File: config.mk
export PLATFORM = sky130hd
export DESIGN_NAME = inst_rom_ctrl
export DESIGN_NICKNAME = d
export VERILOG_FILES = /design/src/rtl/inst_rom_ctrl.sv
export SDC_FILE = /design/constraint.sdc
export NUM_CORES = 1
export LEC_CHECK = 0
export ABC_CLOCK_PERIOD_IN_PS = 3600
export CORE_ASPECT_RATIO = 1.1
export CORE_MARGIN = 1.5
export CORE_UTILIZATION = 54
export DETAILED_ROUTE_END_ITERATION = 8
export PLACE_DENSITY = 0.88
export SYNTH_ARGS = -nofsm -noshare
export SYNTH_HDL_FRONTEND = slang
export SYNTH_SLANG_ARGS = --single-unit
File: constraint.sdc
create_clock -name clk -period 3.6 [get_ports clk]
set_input_delay 1.08 -clock clk [delete_from_list [all_inputs] [get_ports clk]]
set_output_delay 1.08 -clock clk [all_outputs]
set_load 0.05 [all_outputs]
File: src/rtl/inst_rom_ctrl.sv
// Instruction fetch bridge: one-word buffer in front of an 8-bit external ROM.
// A miss stalls the CPU while four big-endian bytes are read, each held WAIT_CYCLES+1 cycles.
module inst_rom_ctrl #(
    parameter int WAIT_CYCLES = 1
) (
    input  logic        clk,
    input  logic        rst,
    input  logic        rom_ce,
    input  logic [31:0] rom_addr,
    output logic [31:0] rom_inst,
    output logic        stall_req,
    output logic [19:0] mem_addr,
    output logic        mem_oe_n,
    input  logic [7:0]  mem_data
);

    typedef enum logic [0:0] {
        ST_IDLE = 1'b0,
        ST_READ = 1'b1
    } state_t;

    localparam logic [2:0] WAIT_MAX = 3'(WAIT_CYCLES);

    state_t      state_r;
    logic        valid_r;
    logic [29:0] tag_r;
    logic [31:0] data_r;
    logic [29:0] fetch_addr_r;
    logic [23:0] fill_r;
    logic [1:0]  byte_idx_r;
    logic [2:0]  wait_cnt_r;
    logic [19:0] mem_addr_r;
    logic        mem_oe_n_r;

    logic        hit_s;
    logic [31:0] rom_inst_s;
    logic        stall_req_s;
    logic        unused_s;

    assign hit_s    = rom_ce & valid_r & (tag_r == rom_addr[31:2]);
    assign unused_s = ^rom_addr[1:0];

    // CPU-facing response; reset and a disabled fetch force both outputs low
    always_comb begin
        rom_inst_s  = 32'h0000_0000;
        stall_req_s = 1'b0;
        if (!rst || !rom_ce) begin
            rom_inst_s  = 32'h0000_0000;
            stall_req_s = 1'b0;
        end else if (state_r == ST_READ) begin
            stall_req_s = 1'b1;
        end else if (hit_s) begin
            rom_inst_s = data_r;
        end else begin
            stall_req_s = 1'b1;
        end
    end

    assign rom_inst  = rom_inst_s;
    assign stall_req = stall_req_s;
    assign mem_addr  = mem_addr_r;
    assign mem_oe_n  = mem_oe_n_r;

    // Fetch sequencer; mem_addr/mem_oe_n are loaded one edge ahead so they are registered
    always_ff @(posedge clk) begin
        if (!rst) begin
            state_r      <= ST_IDLE;
            valid_r      <= 1'b0;
            tag_r        <= 30'd0;
            data_r       <= 32'h0000_0000;
            fetch_addr_r <= 30'd0;
            fill_r       <= 24'h00_0000;
            byte_idx_r   <= 2'd0;
            wait_cnt_r   <= 3'd0;
            mem_addr_r   <= 20'h0_0000;
            mem_oe_n_r   <= 1'b1;
        end else begin
            case (state_r)
                ST_IDLE: begin
                    if (rom_ce && !hit_s) begin
                        fetch_addr_r <= rom_addr[31:2];
                        byte_idx_r   <= 2'd0;
                        wait_cnt_r   <= 3'd0;
                        mem_addr_r   <= {rom_addr[19:2], 2'd0};
                        mem_oe_n_r   <= 1'b0;
                        state_r      <= ST_READ;
                    end
                end
                ST_READ: begin
                    if (!rom_ce) begin
                        byte_idx_r <= 2'd0;
                        wait_cnt_r <= 3'd0;
                        mem_oe_n_r <= 1'b1;
                        state_r    <= ST_IDLE;
                    end else if (wait_cnt_r == WAIT_MAX) begin
                        wait_cnt_r <= 3'd0;
                        if (byte_idx_r == 2'd3) begin
                            // Whole word lands at once; the buffer never holds a partial fill
                            data_r     <= {fill_r, mem_data};
                            tag_r      <= fetch_addr_r;
                            valid_r    <= 1'b1;
                            byte_idx_r <= 2'd0;
                            mem_oe_n_r <= 1'b1;
                            state_r    <= ST_IDLE;
                        end else begin
                            case (byte_idx_r)
                                2'd0:    fill_r[23:16] <= mem_data;
                                2'd1:    fill_r[15:8]  <= mem_data;
                                default: fill_r[7:0]   <= mem_data;
                            endcase
                            byte_idx_r <= byte_idx_r + 2'd1;
                            mem_addr_r <= {fetch_addr_r[17:0], byte_idx_r + 2'd1};
                        end
                    end else begin
                        wait_cnt_r <= wait_cnt_r + 3'd1;
                    end
                end
                default: begin
                    state_r <= ST_IDLE;
                end
            endcase
        end
    end

endmodule

# Yosys cells after proc, flatten, opt, wreduce, memory -nomap -nowiden
# Cells that the tools add are included.
# W data, S select, Z words.
[op_classes] multipliers=0 n_lt_le_gt_ge=0 n_addsub=2 n_div=0 shifts=0 reduce_logical=15 n_bitwise=5 eq_ne=10 mux=30
[ops] op="$mux W32" count=3
[ops] op="$mux W20" count=4
[ops] op="$pmux W20 S2" count=1
[ops] op="$eq A30 B30 Y1" count=1
[ops] op="$reduce_and A5 Y1" count=3
[ops] op="$mux W1" count=11
[ops] op="$mux W3" count=3
[ops] op="$mux W2" count=4
[ops] op="$reduce_and A4 Y1" count=2
[ops] op="$ne A2 B2 Y1 const B" count=3
[ops] op="$ne A3 B2 Y1 const B" count=2
[ops] op="$pmux W3 S2" count=1
[ops] op="$pmux W1 S2" count=2
[ops] op="$pmux W2 S2" count=1
[ops] op="$reduce_and A2 Y1" count=2
[ops] op="$add A3 B1 Y3 const B" count=1
[ops] op="$eq A3 B1 Y1 const B" count=1
[ops] op="$logic_not A1 Y1" count=3
[ops] op="$not A1 Y1" count=3
[ops] op="$reduce_and A3 Y1" count=1
[ops] op="$add A2 B1 Y2 const B" count=1
[ops] op="$and A1 B1 Y1" count=2
[ops] op="$eq A2 B1 Y1 const B" count=1
[ops] op="$eq A2 B2 Y1 const B" count=1
[ops] op="other kinds (5)" count=5
[totals] ramBits=0 latch_bits=0 n_memories=0 mem_bits_ro=0 ff_bits=144

# Longest topological paths before layout
# Gate-level depths: netlist (run 1).
[depth] depth_word=6 mapped_depth=9 depth_no_buf=6

# Worst setup path before layout (run 1)
# Ideal clock, no wire load.
[synth_path] path_kind="input to output" start="in rom_addr[3]" end="out rom_inst[10]" cell_stages=7 required_ns=2.520 path_buffers=1 slack_ns=-0.199 t_arrival_ns=2.719 path_cell_list="xnor2_1 -> nand4_1 -> nor4_4 -> nand2_1 -> nor3_2 -> clkbuf_1 -> and2_1"
[synth_between] elab_chain_cells=5
[synth_rtl] item="from (decl)" line="9" text="input logic [31:0] rom_addr,"
[synth_rtl] item="$eq A30 B30 Y1" line="40" text="assign hit_s = rom_ce & valid_r & (tag_r == rom_addr[31:2]);"
[synth_rtl] item="$and A1 B1 Y1" line="40"
[synth_rtl] item="$mux W32" line="52" text="end else if (hit_s) begin"
[synth_rtl] item="$mux W32" line="50" text="end else if (state_r == ST_READ) begin"
[synth_rtl] item="$mux W32" line="47" text="if (!rst || !rom_ce) begin"
[synth_rtl] item="to (decl)" line="10" text="output logic [31:0] rom_inst,"
# Every way passes these cells.

# Worst setup path after layout (run 1)
[layout_path] start="in rom_addr[6]" end="out rom_inst[14]"
# Same word-level chain as after synthesis.

==> flow_metrics.tcl, run 1 <==
set metrics [dict create \
    grt.total_usage_pct 29.3 \
    drv_slew 0 \
    grt_max_degree 91 \
    antenna_found_initial 0 \
    finalClockSkew_ns 0.0110 \
    hold_depth 2 \
    maxCapViolations 0 \
    cp-end-kind "primary output" \
    crit_type "input pin to primary output" \
    synth_flop_cell "dfxtp_1" \
    port_buffers 94 \
    viasPerCell 5.75 \
    cp.depth 10 \
    clk_pin_slew_ns 0.06 \
    initial_utilization_pct 56.0 \
    drc 0 \
    worst_slew_pin_slew_ns 0.775 \
    period_share_pct 111 \
    dp_hpwl_um 10100 \
    rr_startpoint "state_r" \
    synth.distinct_cells 35 \
    syn-instance-count 727 \
    grt_first_pass_wirelength_um 27900 \
    cts_buffers 17 \
    dr.pass1.iters 5 \
    worstPathRequired_ns 2.52 \
    critPathBufInv 4 \
    vias 5596 \
    grt_pass1_vias 5726 \
    ys_seq_elements 144 \
    rows 40 \
    slowest_delay_ns 0.36 \
    dieArea_um2 12100 \
    wl_um 17300 \
    antenna_cells 0 \
    crit_chain "buf_2 > xor2_1 > nor4_2 > and4_4 > nand2_4 > nor3_4 > buf_6 > buf_16 > and2_4 > buf_12" \
    cts_num_sinks 144 \
    clock_latency_ns 0.42 \
    syn_nets 774 \
    total_leakage_power_nw 3.03 \
    syn_area_um2 6190 \
    synth.largest_area_cell "dfxtp_1" \
    crit_path_max_fanout 8 \
    clockBufferDepth 2 \
    crit_arrival_ns 2.91 \
    rr_worst_depth 7 \
    synth_enable_flop_cells 0 \
    htree_levels 4 \
    hp-start "fetch_addr_r[20]" \
    die-width_um 105 \
    io-pin-count 97 \
    cellPowerDensity_nw_per_um2 433 \
    max_slew_margin_pct 48.3 \
    r2r_slack_ns 0.77 \
    cp-start-kind "input pin" \
    fin_ws_ns -0.388 \
    violations "negative setup slack" \
    cts-root-buf "clkbuf_16" \
    hold_viol 0 \
    nets 860 \
    finalSetupViolations 32 \
    rr_endpoint "data_r[13]" \
    ir_worst_vdd_v 0.000301 \
    rsz0062_at_grt "yes" \
    cts_tree "done" \
    min-delay-path-class "flop to flop" \
    hold_end "fetch_addr_r[20]" \
    yosys-top-cells-area "dfxtp_1, nand2_1, a21boi_0" \
    place_ws_ns -0.706 \
    gp_congestion 0.806 \
    slowest_stage "nor4_2" \
    cts_hold_buf 0 \
    fmax_mhz 251 \
    yosys_warnings 0 \
    drt_iter0_markers 388 \
    die_h_um 115 \
    period_minus_slack_ns 3.99 \
    grt-ovfl-total 0 \
    outcome "complete, but fails checks" \
    layout-drive-gt1-share_pct 23.4 \
    hold_ws_ns 0.458 \
    design.core.area_um2 11100 \
    synthDominantCellAreaShare_pct 46.6 \
    total_power_mw 3.66 \
    ant_nets 0 \
    seq_area_frac_synth_pct 46.6 \
    avgSynthCellArea_um2 8.51 \
    syn_to_final_growth_pct 36.5 \
    crit_family "simple AND/OR/NAND/NOR gates" \
    async_flop_share_pct 0 \
    wire_per_inst_um 17.8 \
]
==> placed cells by master (no fill, tap or decap), types with 7 or more instances in the layout <==
cell             instances
o21ai_0                 32
nand2_1                199
buf_12                  34
and2_4                  32
a21boi_0                75
clkdlybuf4s50_1         29
buf_2                   19
a21oi_2                 10
buf_4                   23
xor2_1                   8
xnor2_2                  9
clkbuf_16               17
dfxtp_1                144
o31ai_1                 21
mux2i_1                 26
a21oi_1                 12
nand3_1                 35
nor2b_1                  8
inv_6                    7
buf_6                    7
==> how the worst max path moves through the flow <==
stage | startpoint | to | slack [ns]
floorplan | rom_addr[3] | rom_inst[10] | 0.01
global placement | rom_addr[30] | rom_inst[31] | -0.66
detailed placement | rom_addr[4] | rom_inst[31] | -0.71
CTS | rom_addr[2] | rom_inst[14] | -0.25
global route | rom_addr[6] | rom_inst[4] | -0.43
finish | rom_addr[6] | rom_inst[14] | -0.39
==> cells by family after synthesis <==
| kind of cell | Yosys count | share of synthesized area [%] |
|---|---|---|
| buffers and inverters | 59 | 4.04 |
| AND/OR/NAND/NOR | 300 | 21.8 |
| AO/OA/AOI/OAI | 162 | 18.1 |
| adder cells (fa/ha/maj) | 4 | 0.809 |
| flip-flops | 144 | 46.6 |
| XOR/XNOR | 32 | 4.53 |
| multiplexers | 26 | 4.20 |
==> timing repair <==
item	4_1_cts	5_1_grt
endpoints found under the setup margin	33	33
resized for setup	139	20
pin swaps	54	14
setup buffers	3	0
gates cloned	2	0
==> flip-flops by register name (all words and copies together), names as in the netlist <==
name          cells
byte_idx_r        2
data_r           32
fetch_addr_r     30
fill_r           24
mem_addr         20
mem_oe_n          1
state_r           1
tag_r            30
valid_r           1
wait_cnt_r        3
==> power breakdown <==
| part | internal [mW] | leakage, nW | total, mW | switching, mW |
|---|---|---|---|---|
| Combinational | 0.136 | 1.61 | 0.345 | 0.209 |
| Sequential | 1.63 | 1.17 | 1.66 | 0.0306 |
| Clock | 0.904 | 0.255 | 1.65 | 0.744 |
| Total | 2.67 | 3.03 | 3.66 | 0.984 |
==> per-layer routing <==
metal  share of wire (%)  GRT usage (%)  wire length, um
met1                  37           31.1             6480
met2                  54           55.6             9380
met3                 4.7           5.22              820
met4                 3.8           15.4              660
met5                   0              0                0
==> worst register-to-register path, delay by kind of cell, from the launching register on <==
| kind | cells | cell delay [ns] |
|---|---|---|
| AND/OR/NAND/NOR | 4 | 0.97 |
| flip-flops | 1 | 0.82 |
| buffers and inverters | 2 | 0.74 |
| AO/OA/AOI/OAI | 1 | 0.21 |
==> synthesized netlist by cell type (all sizes together), types with 4 or more instances <==
library cell    n
nand2         201
dfxtp         144
a21boi         78
clkbuf         42
and2           36
nand3          35
o21ai          32
mux2i          26
a21oi          22
o31ai          21
xnor2          18
xor2           14
buf            12
nor2b           8
inv             5
nor4            5
ha              4
nand4           4
==> stage by stage <==
stage	cells	utilization, %	setup TNS [ns]	cell area [um^2]
2_1_floorplan	727	-	0	6280
3_3_place_gp	937	69.7	-20.26	7710
3_5_place_dp	937	69.7	-21.84	7710
4_1_cts	974	75.9	-7.44	8400
5_1_grt	973	76.4	-12.91	8450
6_report	973	76.4	-11.30	8450
==> layout make-up <==
class                           instances  area [um^2]
Clock buffer                           18          429
Clock inverter                         14          121
Fill cell                             678         2610
Inverter                                5         18.8
Multi-Input combinational cell        524         3380
Sequential cell                       144         2880
Tap cell                              147          184
Timing Repair Buffer                  121         1430
No activity file was read; power rests on OpenSTA's default activity.
==> inputs of run 2 (changes only) <==
- ABC_CLOCK_PERIOD_IN_PS: 3600 -> 3800
- clock period: 3.6 -> 3.8 ns (I/O delays scaled with it)
==> run 2 against run 1 <==
  * The run still ends with negative setup slack left
  * Critical path depth unchanged
  * Global-route usage about the same
  * Die area unchanged
  * Hold slack got worse by 0.00059 ns
  * Non-clock buffer count up 3
  * Register-to-register slack better by 0.73 ns
  * Final cell count is 0.31% higher
  * Largest cell class unchanged
  * Highest routed layer unchanged
==> flow_metrics.tcl, run 2 (synthesis gave the netlist of run 1 again) <==
set metrics [dict create \
    outcome "complete, but fails checks" \
    violations "negative setup slack" \
    cts_tree "done" \
    wl_um 17100 \
    cp-end-kind "primary output" \
    layout-drive-gt1-share_pct 23.0 \
    final-seq-area_um2 2880 \
    finalClockSkew_ns 0.00826 \
    fillCellCount 682 \
    drv_slew 0 \
    rr_endpoint "tag_r[1]" \
    rr_worst_depth 7 \
    io-pin-count 97 \
    port_buffers 94 \
    dr.pass1.iters 5 \
    finalInstanceArea_um2 8400 \
    grt_first_pass_wirelength_um 27700 \
    largestRegisters "data_r: 32 flops, fetch_addr_r: 30 flops, tag_r: 30 flops" \
    finalSetupViolations 32 \
    dp_hpwl_um 10000 \
    hold_depth 2 \
    maxCapViolations 0 \
    fin_util_pct 75.9 \
    gp_congestion 0.795 \
    mostFrequentLayoutCell "nand2_1" \
    crit_type "input pin to primary output" \
    antenna_cells 0 \
    rows 40 \
    dieArea_um2 12100 \
    largest-register "data_r" \
    crit_arrival_ns 2.93 \
    design.core.area_um2 11100 \
    cp_common_cell "buf_12" \
    hp-start "fetch_addr_r[21]" \
    cts_buffers 17 \
    htree_levels 4 \
    grt.total_usage_pct 29.3 \
    multi_input_area_um2 3290 \
    syn_to_final_growth_pct 35.7 \
    rr_startpoint "state_r" \
    grt_max_degree 100 \
    clock_latency_ns 0.43 \
    hold_end "fetch_addr_r[21]" \
    cts_hold_buf 0 \
    post_dp_cell_area_um2 7670 \
    die_h_um 115 \
    max_slew_margin_pct 45.5 \
    cellPowerDensity_nw_per_um2 419 \
    nets 863 \
    r2r_slack_ns 1.50 \
    cp-start-kind "input pin" \
    fin_ws_ns -0.274 \
    ant_nets 0 \
    slowest_delay_ns 0.31 \
    worst_slew_pin_slew_ns 0.817 \
    ir_worst_vdd_v 0.000351 \
    rsz0062_at_grt "yes" \
    wire_per_inst_um 17.5 \
    grt_pass1_vias 5640 \
    vias 5540 \
    slowest_stage "nor4_2" \
    hold_viol 0 \
    cp-startpoint "rom_addr[25]" \
    total_leakage_power_nw 3.04 \
    initial_utilization_pct 56.0 \
    drc 0 \
    cts_num_sinks 144 \
    die-width_um 105 \
    antenna_found_initial 0 \
    grt-ovfl-total 0 \
    drt_iter0_markers 340 \
    period_share_pct 107 \
    place_ws_ns -0.668 \
    fmax_mhz 245 \
    largest_reg_flops 32 \
    worstPathRequired_ns 2.66 \
    period_minus_slack_ns 4.07 \
    clockBufferDepth 2 \
    min-delay-path-class "flop to flop" \
    viasPerCell 5.68 \
    cts-root-buf "clkbuf_16" \
    crit_path_max_fanout 8 \
    clk_pin_slew_ns 0.06 \
    crit_chain "buf_4 > xor2_2 > nor4_2 > and4_4 > nand2_4 > nor3_4 > buf_6 > buf_12 > and2_4 > buf_12" \
    tns_ns -7.61 \
    mostFrequentLayoutCells "nand2_1, dfxtp_1, a21boi_0, nand3_1, buf_12" \
]
-- run 2: cell types whose count changed in the layout (fill, tap and decap cells not counted), moves of 3 or more --
| cell | delta |
|---|---|
| clkinvlp_4 | -3 |
| buf_2 | -5 |
| clkinv_4 | +4 |
| buf_4 | +5 |
| xnor2_4 | -3 |
| xnor2_1 | +4 |
-- run 2: worst max path at each step --
stage / end / slack (ns) / depth (start not counted)
final: rom_inst[25] / -0.27 / 10
after global routing: rom_inst[31] / -0.34 / 10
after CTS: rom_inst[31] / -0.22 / 11
after detailed placement: rom_inst[31] / -0.67 / 9
after global placement: rom_inst[31] / -0.55 / 9
after floorplan: rom_inst[10] / 0.007 / 7
-- run 2: final cells by class --
cell class              instances  share of cell area (%)
flip-flops and latches        144                    34.3
well taps                     147                    2.19
repair buffers                124                    17.3
inverters                       5                   0.223
clock inverters                15                    1.77
clock buffers                  17                    5.06
multi-input cells             524                    39.1
-- run 2: metal layers --
metal | routed length (um) | global-route usage, % | up-vias
li1 | - | - | 2606
met1 | 6430 | 31.3 | 2600
met2 | 8780 | 53.0 | 257
met3 | 1110 | 7.60 | 77
met4 | 785 | 16.3 | 0
met5 | 0 | 0 | -
-- run 2: through the flow --
step                      hold WS [ns]  power, mW  instances
final                            0.458       3.52        976
after global routing             0.479       3.63        976
after CTS                        0.462       3.52        978
after detailed placement         0.446       1.92        939
after global placement           0.444       1.91        939
after floorplan                  0.435       1.79        727
-- run 2: repair_timing --
| action | 4_1_cts | 5_1_grt |
|---|---|---|
| endpoints found under the hold margin | 0 | 0 |
| pin swaps | 50 | 14 |
| gates cloned | 2 | 0 |
| gates resized for setup | 159 | 15 |
| endpoints found under the setup margin | 33 | 32 |
| setup buffers | 5 | 1 |
-- run 2: power by group --
group | leakage (nW) | switching, mW | internal (mW)
clock network | 0.278 | 0.711 | 0.919
registers | 1.17 | 0.0247 | 1.55
logic | 1.59 | 0.194 | 0.126
total | 3.04 | 0.929 | 2.59
-- run 2: critical path: cells and delay by family --
family,cells,cell delay [ns]
simple gates,5,1.07
buf+inv,4,0.55
xor+xnor,1,0.16
